===== config.mk =====
export PLATFORM = sky130hd
export DESIGN_NAME = uart_tx_fifo_flat
export DESIGN_NICKNAME = d
export VERILOG_FILES = /design/src/rtl/uart_tx_fifo_if.sv /design/src/rtl/uart_tx_fifo.sv /design/src/flat_wrapper.sv
export SDC_FILE = /design/constraint.sdc
export NUM_CORES = 1
export LEC_CHECK = 0
export ABC_AREA = 1
export BUFFER_PORTS_ARGS = -buffer_cell sky130_fd_sc_hd__buf_2
export CAP_MARGIN = 20
export CORE_UTILIZATION = 40
export DETAILED_ROUTE_END_ITERATION = 12
export PLACE_DENSITY_LB_ADDON = 0.1
export SLEW_MARGIN = 20
export SYNTH_ARGS = -nofsm -noshare
export SYNTH_HDL_FRONTEND = slang
export SYNTH_SLANG_ARGS = --single-unit

===== constraint.sdc =====
create_clock -name clk -period 4.7 [get_ports clk]
set_input_delay 0.47 -clock clk [delete_from_list [all_inputs] [get_ports clk]]
set_output_delay 0.47 -clock clk [all_outputs]
set_load 0.05 [all_outputs]

===== src/rtl/uart_tx_fifo_if.sv =====
// uart_tx_fifo_if: bundles the producer-side push/status signals and the
// uart_tx issue handshake of uart_tx_fifo.
//   slave  : the FIFO itself
//   master : the surrounding logic (producer, ovf_clr source, uart_tx busy)
interface uart_tx_fifo_if #(
  parameter int PAYLOAD_BITS = 8,
  parameter int DEPTH_LOG2   = 5
);
  logic                    wr_en;
  logic [PAYLOAD_BITS-1:0] wr_data;
  logic                    wr_break;
  logic                    full;
  logic                    empty;
  logic [DEPTH_LOG2:0]     level;
  logic                    overflow;
  logic                    ovf_clr;
  logic                    uart_tx_busy;
  logic                    uart_tx_en;
  logic [PAYLOAD_BITS-1:0] uart_tx_data;
  logic                    uart_tx_break;

  modport slave (
    input  wr_en, wr_data, wr_break, ovf_clr, uart_tx_busy,
    output full, empty, level, overflow, uart_tx_en, uart_tx_data, uart_tx_break
  );

  modport master (
    output wr_en, wr_data, wr_break, ovf_clr, uart_tx_busy,
    input  full, empty, level, overflow, uart_tx_en, uart_tx_data, uart_tx_break
  );
endinterface


===== src/rtl/uart_tx_fifo.sv =====
// uart_tx_fifo: byte FIFO that drains into uart_tx one byte at a time using
// uart_tx's en/busy handshake. Reports level, empty/full and sticky overflow.
// Optional build macro UART_TX_FIFO_BREAK_EN stores a break bit with each byte
// and presents it on uart_tx_break alongside the issue pulse; without it the
// break input is ignored and uart_tx_break is held at 0.
//
// Drain FSM:
//   state   | meaning
//   S_IDLE  | waiting for data and uart_tx idle; pops head and issues en
//   S_ISSUE | en pulse is on the wire this cycle
//   S_GAP   | uart_tx has not raised busy yet; busy is not trusted here
//   S_WAIT  | waiting for uart_tx to drop busy
module uart_tx_fifo #(
  parameter int PAYLOAD_BITS = 8,
  parameter int DEPTH_LOG2   = 5
) (
  input logic           clk,
  input logic           reset,
  uart_tx_fifo_if.slave bus
);

  localparam int DEPTH = 1 << DEPTH_LOG2;
`ifdef UART_TX_FIFO_BREAK_EN
  localparam int ENTRY_W = PAYLOAD_BITS + 1;
`else
  localparam int ENTRY_W = PAYLOAD_BITS;
`endif

  typedef enum logic [1:0] {
    S_IDLE,
    S_ISSUE,
    S_GAP,
    S_WAIT
  } state_t;

  state_t state_q, state_d;

  logic [ENTRY_W-1:0]      mem [DEPTH];
  logic [DEPTH_LOG2-1:0]   wr_ptr_q;
  logic [DEPTH_LOG2-1:0]   rd_ptr_q;
  logic [DEPTH_LOG2:0]     level_q;
  logic [DEPTH_LOG2:0]     level_d;
  logic                    full_q;
  logic                    empty_q;
  logic                    overflow_q;
  logic                    push;
  logic                    pop;
  logic                    ovf_evt;
  logic [ENTRY_W-1:0]      wr_entry;
  logic [ENTRY_W-1:0]      head;
  logic                    head_break;
  logic                    tx_en_q;
  logic [PAYLOAD_BITS-1:0] tx_data_q;
  logic                    tx_break_q;

  // Full is judged on the registered (pre-edge) state, so a pop in the same
  // cycle never makes room for a push.
  assign push    = bus.wr_en & ~full_q;
  assign ovf_evt = bus.wr_en & full_q;
  assign head    = mem[rd_ptr_q];

`ifdef UART_TX_FIFO_BREAK_EN
  assign wr_entry   = {bus.wr_break, bus.wr_data};
  assign head_break = head[PAYLOAD_BITS];
`else
  logic unused_wr_break;
  assign unused_wr_break = bus.wr_break;
  assign wr_entry        = bus.wr_data;
  assign head_break      = 1'b0;
`endif

  // Next fill level: push and pop together leave it unchanged.
  always_comb begin
    level_d = level_q;
    case ({push, pop})
      2'b10:   level_d = level_q + 1'b1;
      2'b01:   level_d = level_q - 1'b1;
      default: level_d = level_q;
    endcase
  end

  // Storage write; contents are deliberately left unreset.
  always_ff @(posedge clk) begin
    if (push) begin
      mem[wr_ptr_q] <= wr_entry;
    end
  end

  // Pointers, level and registered status flags.
  always_ff @(posedge clk) begin
    if (reset) begin
      wr_ptr_q   <= '0;
      rd_ptr_q   <= '0;
      level_q    <= '0;
      full_q     <= 1'b0;
      empty_q    <= 1'b1;
      overflow_q <= 1'b0;
    end else begin
      if (push) begin
        wr_ptr_q <= wr_ptr_q + 1'b1;
      end
      if (pop) begin
        rd_ptr_q <= rd_ptr_q + 1'b1;
      end
      level_q <= level_d;
      // level never exceeds DEPTH, so its MSB alone means "full".
      full_q  <= level_d[DEPTH_LOG2];
      empty_q <= (level_d == '0);
      if (ovf_evt) begin
        overflow_q <= 1'b1;
      end else if (bus.ovf_clr) begin
        overflow_q <= 1'b0;
      end
    end
  end

  // Drain FSM state register.
  always_ff @(posedge clk) begin
    if (reset) begin
      state_q <= S_IDLE;
    end else begin
      state_q <= state_d;
    end
  end

  // Drain FSM next-state and pop decision.
  always_comb begin
    state_d = state_q;
    pop     = 1'b0;
    case (state_q)
      S_IDLE: begin
        if (!empty_q && !bus.uart_tx_busy) begin
          pop     = 1'b1;
          state_d = S_ISSUE;
        end
      end
      S_ISSUE: state_d = S_GAP;
      S_GAP:   state_d = S_WAIT;
      S_WAIT: begin
        if (!bus.uart_tx_busy) begin
          state_d = S_IDLE;
        end
      end
      default: state_d = S_IDLE;
    endcase
  end

  // Registered issue outputs: en and break only for the pop cycle, data held.
  always_ff @(posedge clk) begin
    if (reset) begin
      tx_en_q    <= 1'b0;
      tx_data_q  <= '0;
      tx_break_q <= 1'b0;
    end else begin
      tx_en_q    <= pop;
      tx_break_q <= pop & head_break;
      if (pop) begin
        tx_data_q <= head[PAYLOAD_BITS-1:0];
      end
    end
  end

  assign bus.full          = full_q;
  assign bus.empty         = empty_q;
  assign bus.level         = level_q;
  assign bus.overflow      = overflow_q;
  assign bus.uart_tx_en    = tx_en_q;
  assign bus.uart_tx_data  = tx_data_q;
  assign bus.uart_tx_break = tx_break_q;

endmodule


===== src/flat_wrapper.sv =====
// flat-port wrapper written by rule: the top's interface ports become plain ports
module uart_tx_fifo_flat 
#(
  parameter int PAYLOAD_BITS = 8,
  parameter int DEPTH_LOG2   = 5
)
  (clk, reset, bus_wr_en, bus_wr_data, bus_wr_break, bus_ovf_clr, bus_uart_tx_busy, bus_full, bus_empty, bus_level, bus_overflow, bus_uart_tx_en, bus_uart_tx_data, bus_uart_tx_break);
  uart_tx_fifo_if #(.PAYLOAD_BITS(PAYLOAD_BITS), .DEPTH_LOG2(DEPTH_LOG2)) bus_i ();
  input logic clk;
  input logic reset;
  input wire logic [$bits(bus_i.wr_en)-1:0] bus_wr_en;
  input wire logic [$bits(bus_i.wr_data)-1:0] bus_wr_data;
  input wire logic [$bits(bus_i.wr_break)-1:0] bus_wr_break;
  input wire logic [$bits(bus_i.ovf_clr)-1:0] bus_ovf_clr;
  input wire logic [$bits(bus_i.uart_tx_busy)-1:0] bus_uart_tx_busy;
  output wire logic [$bits(bus_i.full)-1:0] bus_full;
  output wire logic [$bits(bus_i.empty)-1:0] bus_empty;
  output wire logic [$bits(bus_i.level)-1:0] bus_level;
  output wire logic [$bits(bus_i.overflow)-1:0] bus_overflow;
  output wire logic [$bits(bus_i.uart_tx_en)-1:0] bus_uart_tx_en;
  output wire logic [$bits(bus_i.uart_tx_data)-1:0] bus_uart_tx_data;
  output wire logic [$bits(bus_i.uart_tx_break)-1:0] bus_uart_tx_break;
  assign bus_i.wr_en = bus_wr_en;
  assign bus_i.wr_data = bus_wr_data;
  assign bus_i.wr_break = bus_wr_break;
  assign bus_i.ovf_clr = bus_ovf_clr;
  assign bus_i.uart_tx_busy = bus_uart_tx_busy;
  assign bus_full = bus_i.full;
  assign bus_empty = bus_i.empty;
  assign bus_level = bus_i.level;
  assign bus_overflow = bus_i.overflow;
  assign bus_uart_tx_en = bus_i.uart_tx_en;
  assign bus_uart_tx_data = bus_i.uart_tx_data;
  assign bus_uart_tx_break = bus_i.uart_tx_break;
  uart_tx_fifo #(.PAYLOAD_BITS(PAYLOAD_BITS), .DEPTH_LOG2(DEPTH_LOG2)) u_core (.clk(clk), .reset(reset), .bus(bus_i));
endmodule

==> qor.csv, run 1 <==
metric,value,unit
result of the run,"complete, no violations",
proportion of register bits with asynchronous set or reset after synthesis,0,%
"Net Count, Synth",1016,
worst-case hold path end point,u_core.bus.overflow$_SDFFE_PP0P_,
CTS resizes,0,
number of flops mapped to enable cells by yosys,256,
via-per-instance ratio,5.28,
highest achievable clock rate,0.381,GHz
maximum capacitance violations,0,
number of vias in the routed layout,7478,
number of top-level pins,33,
total number of yosys warnings,0,
per-instance average area after synthesis,11.8,sq um
Std-Cell Rows,62,
proportion of synthesized chip area in sequential cells,70.5,%
slew at the pin closest to its max-slew limit,1.02,ns
clock group share of total power,37.2,%
combined buffer and inverter count along the critical path,4,
area of all placed cells without fillers,0.0133,sq mm
worst min path class,input pin to register,
slowest library cell on the worst path,ha_1,
Max rail drop VDD,327,uV
largest stage delay on the critical path,0.36,ns
launch point of the worst reg-to-reg path,u_core.state_q[0]$_SDFFE_PP0P_,
crit share post-route,55.8,%
Total Die Area,0.0300,sq mm
port bufs,30,
count of distinct cell types in the synthesized netlist,38,
CP Capture Type,register,
Core Area,0.0288,sq mm
Post-CTS Hold Fix Bufs,0,
vias in the first global route,7172,
WS Path Type,register to register,
height of the die,173,um
most area-hungry cell type in the Yosys netlist,edfxtp_1,
NumNets Final,1031,
clock latency on the worst-skew pair,0.51,ns
final hold violations,0,
WP data arrival,3.07,ns
Worst Reg2Reg Path Length in Cells,15,
"Cell Area, Placed",0.0121,sq mm
violation count after the first detailed-route iteration,732,
clock root buffer,clkbuf_16,
commonest cells in the synthesized netlist,"256 x edfxtp_1, 195 x nor2_1, 136 x o21ai_0, 95 x nand2_1, 37 x nand3_1",
count of state elements after synthesis,285,
wire per inst,20.3,um
Worst Hold Path Cells,4,
cell-by-cell listing of the critical path,inv_1 > ha_1 > nand2_4 > inv_2 > ha_1 > nand2_1 > inv_1 > nor2_1 > inv_1 > nand2_1 > nand3_1 > o21ai_0 > o21ai_1 > nand3_1 > nor2_2,
fraction of power consumed by combinational cells,22.1,%
post-CTS setup buffer count,0,
worst path required time,5.14,ns
number of endpoints failing setup at the final stage,0,
number of buffers on the longest clock path,3,
initial antenna violation count,0,
post-route DRC violation count,0,
Setup TNS Final,0,ns
kind of cell with the highest combined delay on the critical path,simple AND/OR/NAND/NOR gates,
Diodes inserted,0,
signed area change from the synthesized netlist to the final layout,13.1,%
Critical Path Most Common Cell,inv_1,
number of filler cells placed in the layout,2600,
Fin Hold WS,0.210,ns
Worst Setup Start Kind,register,
Switch Pwr,0.00226,W
GPL Wtd Cong,0.824,
DR pass1 iterations,5,
most area-consuming cells after synthesis,"edfxtp_1 66%, nor2_1 6.2%, o21ai_0 5.8%",
max-slew violation total from the final report,0,
Max Clock Skew,0.0121,ns
critical hold path startpoint,bus_ovf_clr,
clock tree from TritonCTS,yes,
total number of clock tree sinks,285,
power density of the placed cells,545,mW/mm^2
most instantiated library cell after synthesis,edfxtp_1,
Main synth FF type,edfxtp_1,
unrepaired setup endpoints after global routing,false,
global-route total usage across every layer,19.5,%
synthesized netlist cell count,991,
flop2flop setup slack,2.08,ns
Clock Pin Slew Worst Setup and Hold Paths,0.05,ns
Period minus WS final,2.62,ns
total overflow reported by the global router,0,
overall die width,173,um
worst slew margin relative to its limit,32.0,%
total routed wirelength,28.7,mm
pin count of the biggest net entering global routing,133,
fraction of power spent switching nets,31.2,%
proportion of layout cells with a drive suffix above 1,10.6,%
mapped cell area,0.0117,sq mm
Power Internal,0.00497,W
starting density of the core,40.8,%
Antenna Violating Nets Remaining,0,
Worst Path Max Fanout,16,
clock buffers created by TritonCTS,34,
global-route wire length before repair,43.8,mm
CTS HTree Levels,2,
Critical R2R Capture,u_core.bus.empty$_SDFF_PP1_,
post-DP HPWL,16.6,mm
Pleak,4.49,nW
share of power burned in registers,40.7,%
share of Yosys cell area claimed by the top area cell type,65.5,%
==> cell type report <==
| class | instances | area (sq um) | share of cell area [%] |
|---|---|---|---|
| well taps | 384 | 480 | 3.62 |
| clock inverters | 17 | 210 | 1.58 |
| inverters | 41 | 161 | 1.22 |
| clock buffers | 44 | 952 | 7.18 |
| repair buffers | 35 | 200 | 1.51 |
| multi-input cells | 609 | 2990 | 22.6 |
| flip-flops and latches | 285 | 8270 | 62.3 |
==> tightest hold or removal path, cell delays in order <==
cell and delay, ns:
buf_2 0.07, inv_1 0.03, nand2_1 0.04, a21oi_1 0.05
==> stage by stage <==
step / utilization (%) / worst slack, ns / instances / power, W
after floorplan: - / 2.63 / 991 / 0.00412
after global placement: 42.1 / 2.16 / 1354 / 0.00460
after detailed placement: 42.1 / 2.14 / 1354 / 0.00460
after CTS: 46.1 / 2.11 / 1415 / 0.00730
after global routing: 46.1 / 1.88 / 1415 / 0.00755
final: 46.1 / 2.08 / 1415 / 0.00723
==> cell usage in the layout, fill, tap and decap left out, drive strengths merged, types with 11 or more instances in the layout <==
cell and instances:
clkinv 14, inv 39, nor2 198, nand2 102, clkbuf 44, o211ai 26, o21ai 141, nand3 40
dfxtp 29, buf 35, ha 11, a21oi 28, edfxtp 256, o22ai 34
==> per-layer routing <==
metal | wire (um) | vias up | global-route usage, % | part of all wire (%)
li1 | - | 3607 | - | -
met1 | 13600 | 3650 | 28.5 | 48
met2 | 12800 | 171 | 29.3 | 45
met3 | 1400 | 50 | 2.87 | 4.9
met4 | 872 | 0 | 7.37 | 3.0
met5 | 0 | - | 0 | 0
==> power by group through the flow <==
| stage | combinational (W) | sequential, W | clock, W |
|---|---|---|---|
| 6_report | 0.00160 | 0.00294 | 0.00269 |
| 5_1_grt | 0.00176 | 0.00296 | 0.00283 |
| 3_3_place_gp | 0.00160 | 0.00299 | 0 |
| 2_1_floorplan | 0.00101 | 0.00311 | 0 |
| 4_1_cts | 0.00161 | 0.00294 | 0.00275 |
| 3_5_place_dp | 0.00160 | 0.00300 | 0 |
==> cells by family (layout without fill, tap and decap cells) <==
family                     after synthesis  in the layout  share of synthesized area, %
AOI/OAI and AO/OA                      239            239                          11.4
xor gates and xnor gates                 2              2                         0.149
other                                    1              1                        0.0320
DFF                                    285            285                          70.5
buffers and inverters                   97            137                          4.03
and+or+nand+nor                        356            356                          12.7
adders and majority gates               11             11                          1.17
==> worst max path at each step <==
stage	end	cells past startpoint	slack (ns)	from
CTS	u_core.bus.empty$_SDFF_PP1_	15	2.11	u_core.state_q[0]$_SDFFE_PP0P_
floorplan	u_core.bus.empty$_SDFF_PP1_	15	2.63	u_core.bus.full$_SDFF_PP0_
global route	u_core.bus.empty$_SDFF_PP1_	15	1.88	u_core.state_q[0]$_SDFFE_PP0P_
finish	u_core.bus.empty$_SDFF_PP1_	15	2.08	u_core.state_q[0]$_SDFFE_PP0P_
global placement	u_core.bus.empty$_SDFF_PP1_	15	2.16	bus_uart_tx_busy
detailed placement	u_core.bus.empty$_SDFF_PP1_	15	2.14	u_core.state_q[0]$_SDFFE_PP0P_
==> sequential cells by signal, indices dropped and copies added (netlist names) <==
name,cells
u_core.bus.overflow,1
u_core.bus.full,1
u_core.bus.level,5
u_core.bus.uart_tx_en,1
u_core.mem,256
u_core.state_q,2
u_core.wr_ptr_q,5
u_core.bus.empty,1
u_core.rd_ptr_q,5
u_core.bus.uart_tx_data,8
(Power assumes the default switching activity.)
==> run 2: changes to the inputs <==
==> constraint.sdc (replaced) <==
create_clock -name clk -period 2.21 [get_ports clk]
set_input_delay 0.221 -clock clk [delete_from_list [all_inputs] [get_ports clk]]
set_output_delay 0.221 -clock clk [all_outputs]
set_load 0.05 [all_outputs]
==> run 2 against run 1 <==
Register-to-register slack got worse by 1.8 ns. Power rose by 110%. First-iteration DRC count fell by 14%. Core utilization rose by 1.2 points. Combinational power rose by 130%. Via count rose by 2.0%. Final cell count rose by 3.4%. Cell area rose by 2.7%. Critical path type unchanged. Largest cell class unchanged.
==> qor.csv, run 2 (synthesis gave the netlist of run 1 again) <==
metric,value,unit,change
Worst Setup Start Kind,register,,unchanged
Fin Hold WS,0.0415,ns,was 0.210 ns
Worst Path Max Fanout,5,,was 16
CP Capture Type,register,,unchanged
slew at the pin closest to its max-slew limit,0.717,ns,was 1.02 ns
Power Internal,0.0104,W,was 0.00497 W
global-route wire length before repair,45.1,mm,was 43.8 mm
combined buffer and inverter count along the critical path,3,,was 4
max reg flops,256,,unchanged
maximum capacitance violations,0,,unchanged
slowest library cell on the worst path,dfxtp_1,,was ha_1
DP Cell Count,1404,,was 1354
number of endpoints failing setup at the final stage,0,,unchanged
clock buffers created by TritonCTS,31,,was 34
Total Die Area,0.0300,sq mm,unchanged
total number of clock tree sinks,285,,unchanged
Period minus WS final,1.98,ns,was 2.62 ns
worst setup path startpoint,u_core.state_q[0]$_SDFFE_PP0P_,,unchanged
launch point of the worst reg-to-reg path,u_core.state_q[0]$_SDFFE_PP0P_,,unchanged
proportion of layout cells with a drive suffix above 1,14.8,%,was 10.6%
highest achievable clock rate,0.506,GHz,was 0.381 GHz
Pleak,4.73,nW,was 4.49 nW
kind of cell with the highest combined delay on the critical path,simple AND/OR/NAND/NOR gates,,unchanged
power density of the placed cells,1120,mW/mm^2,was 545 mW/mm^2
clock latency on the worst-skew pair,0.55,ns,was 0.51 ns
via-per-instance ratio,5.21,,was 5.28
clock tree from TritonCTS,yes,,unchanged
DR pass1 iterations,7,,was 5
fraction of power consumed by combinational cells,24.2,%,was 22.1%
starting density of the core,40.8,%,unchanged
Critical Path Most Common Cell,nand2_1,,was inv_1
number of buffers on the longest clock path,3,,unchanged
Max rail drop VDD,624,uV,was 327 uV
Post-Route Utilization,47.4,%,was 46.1%
final hold violations,0,,unchanged
total routed wirelength,29.3,mm,was 28.7 mm
NumNets Final,1080,,was 1031
fraction of power spent switching nets,31.7,%,was 31.2%
largest stage delay on the critical path,0.31,ns,was 0.36 ns
global-route total usage across every layer,19.8,%,was 19.5%
Diodes inserted,0,,unchanged
Std-Cell Rows,62,,unchanged
overall die width,173,um,unchanged
pre-CTS WS,0.110,ns,was 2.14 ns
area of all placed cells without fillers,0.0136,sq mm,was 0.0133 sq mm
Core Area,0.0288,sq mm,unchanged
Max Clock Skew,0.00603,ns,was 0.0121 ns
Antenna Violating Nets Remaining,0,,unchanged
WP data arrival,2.47,ns,was 3.07 ns
Clock Pin Slew Worst Setup and Hold Paths,0.06,ns,was 0.05 ns
register name with the most flops,u_core.mem,,unchanged
port bufs,30,,unchanged
total overflow reported by the global router,0,,unchanged
post-DP HPWL,17.9,mm,was 16.6 mm
max-slew violation total from the final report,0,,unchanged
Final WS setup,0.233,ns,was 2.08 ns
GPL Wtd Cong,0.896,,was 0.824
Switch Pwr,0.00482,W,was 0.00226 W
post-route insts no fill,1463,,was 1415
critical hold path startpoint,bus_wr_en,,was bus_ovf_clr
initial antenna violation count,0,,unchanged
post-route DRC violation count,0,,unchanged
number of vias in the routed layout,7624,,was 7478
share of power burned in registers,40.9,%,was 40.7%
crit share post-route,89.4,%,was 55.8%
worst path required time,2.70,ns,was 5.14 ns
signed area change from the synthesized netlist to the final layout,16.2,%,was 13.1%
vias in the first global route,7322,,was 7172
clock group share of total power,34.8,%,was 37.2%
"Cell Area, Placed",0.0125,sq mm,was 0.0121 sq mm
wire per inst,20.0,um,was 20.3 um
result of the run,"complete, no violations",,unchanged
worst min path class,input pin to register,,unchanged
violation count after the first detailed-route iteration,626,,was 732
post-CTS setup buffer count,0,,unchanged
clock root buffer,clkbuf_16,,unchanged
pin count of the biggest net entering global routing,58,,was 133
worst slew margin relative to its limit,52.2,%,was 32.0%
most frequent standard cell in the layout excluding fill and tap cells,edfxtp_1,,unchanged
cell-by-cell listing of the critical path,inv_1 > ha_4 > nand2_4 > inv_2 > ha_2 > nand2_1 > o21ai_1 > inv_1 > nand2_1 > nand2_1 > nand3_1 > nand2_1 > nand2_1 > nand3_1 > nor2_2,,was inv_1 > ha_1 > nand2_4 > inv_2 > ha_1 > nand2_1 > inv_1 > nor2_1 > inv_1 > nand2_1 > nand3_1 > o21ai_0 > o21ai_1 > nand3_1 > nor2_2
CTS HTree Levels,1,,was 2
number of top-level pins,33,,unchanged
WS Path Type,register to register,,unchanged
height of the die,173,um,unchanged
"commonest cells after routing, fill and taps aside","256 x edfxtp_1, 195 x nor2_1, 136 x o21ai_0",,"was 256 x edfxtp_1, 194 x nor2_1, 136 x o21ai_0"
-- run 2: cell types whose count changed in the layout (fill, tap and decap cells not counted), sizes merged --
cell	before	now
buf	35	85
bufinv	5	6
clkbuf	44	32
clkinv	14	20
clkinvlp	0	1
dlygate4sd3	0	2
-- run 2: tightest hold or removal path, delay by kind of cell --
kind | cells | cell delay, ns
AO/OA/AOI/OAI | 1 | 0.07
buffers and inverters | 1 | 0.13
AND/OR/NAND/NOR | 1 | 0.11
-- run 2: final timing paths --
| kind | slack, ns | cells after the start | to |
|---|---|---|---|
| hold reg to reg | 0.46 | 2 | u_core.bus.uart_tx_data[1]$_SDFFE_PP0P_ |
| setup reg to reg | 0.23 | 15 | u_core.bus.empty$_SDFF_PP1_ |
| hold / removal | 0.04 | 3 | u_core.wr_ptr_q[1]$_SDFFE_PP0P_ |
| setup / recovery | 0.23 | 15 | u_core.bus.empty$_SDFF_PP1_ |
-- run 2: area by class of cell --
class | count | area (sq um)
repair buffers | 87 | 658
clock inverters | 25 | 272
flip-flops and latches | 285 | 8270
multi-input cells | 609 | 3010
fillers | 2577 | 15200
well taps | 384 | 480
inverters | 41 | 161
clock buffers | 32 | 779
-- run 2: what timing repair did --
action                                 4_1_cts  5_1_grt
resized for setup                            0        3
endpoints found under the hold margin        1        0
setup endpoints to repair                    0        4
hold buffers                                 2        0
-- run 2: per-stage QoR --
step / power (W) / setup TNS, ns
6_report: 0.0152 / 0
2_1_floorplan: 0.00877 / 0
5_1_grt: 0.0159 / -0.00220
3_5_place_dp: 0.0100 / 0
4_1_cts: 0.0153 / 0
3_3_place_gp: 0.0100 / 0
-- run 2: power groups by stage --
stage	Combinational (W)	Sequential, W	Clock [W]
after floorplan	0.00215	0.00662	0
after detailed placement	0.00367	0.00635	0
after global placement	0.00367	0.00635	0
final	0.00369	0.00624	0.00531
after global routing	0.00407	0.00626	0.00561
after CTS	0.00369	0.00624	0.00541
-- run 2: routing by layer --
layer  global-route usage [%]  up-vias  wire (um)
li1                         -     3690          -
met1                     29.0     3720      13900
met2                     31.0      164      13300
met3                     2.19       50       1290
met4                     6.19        0        863
met5                        0        -          0
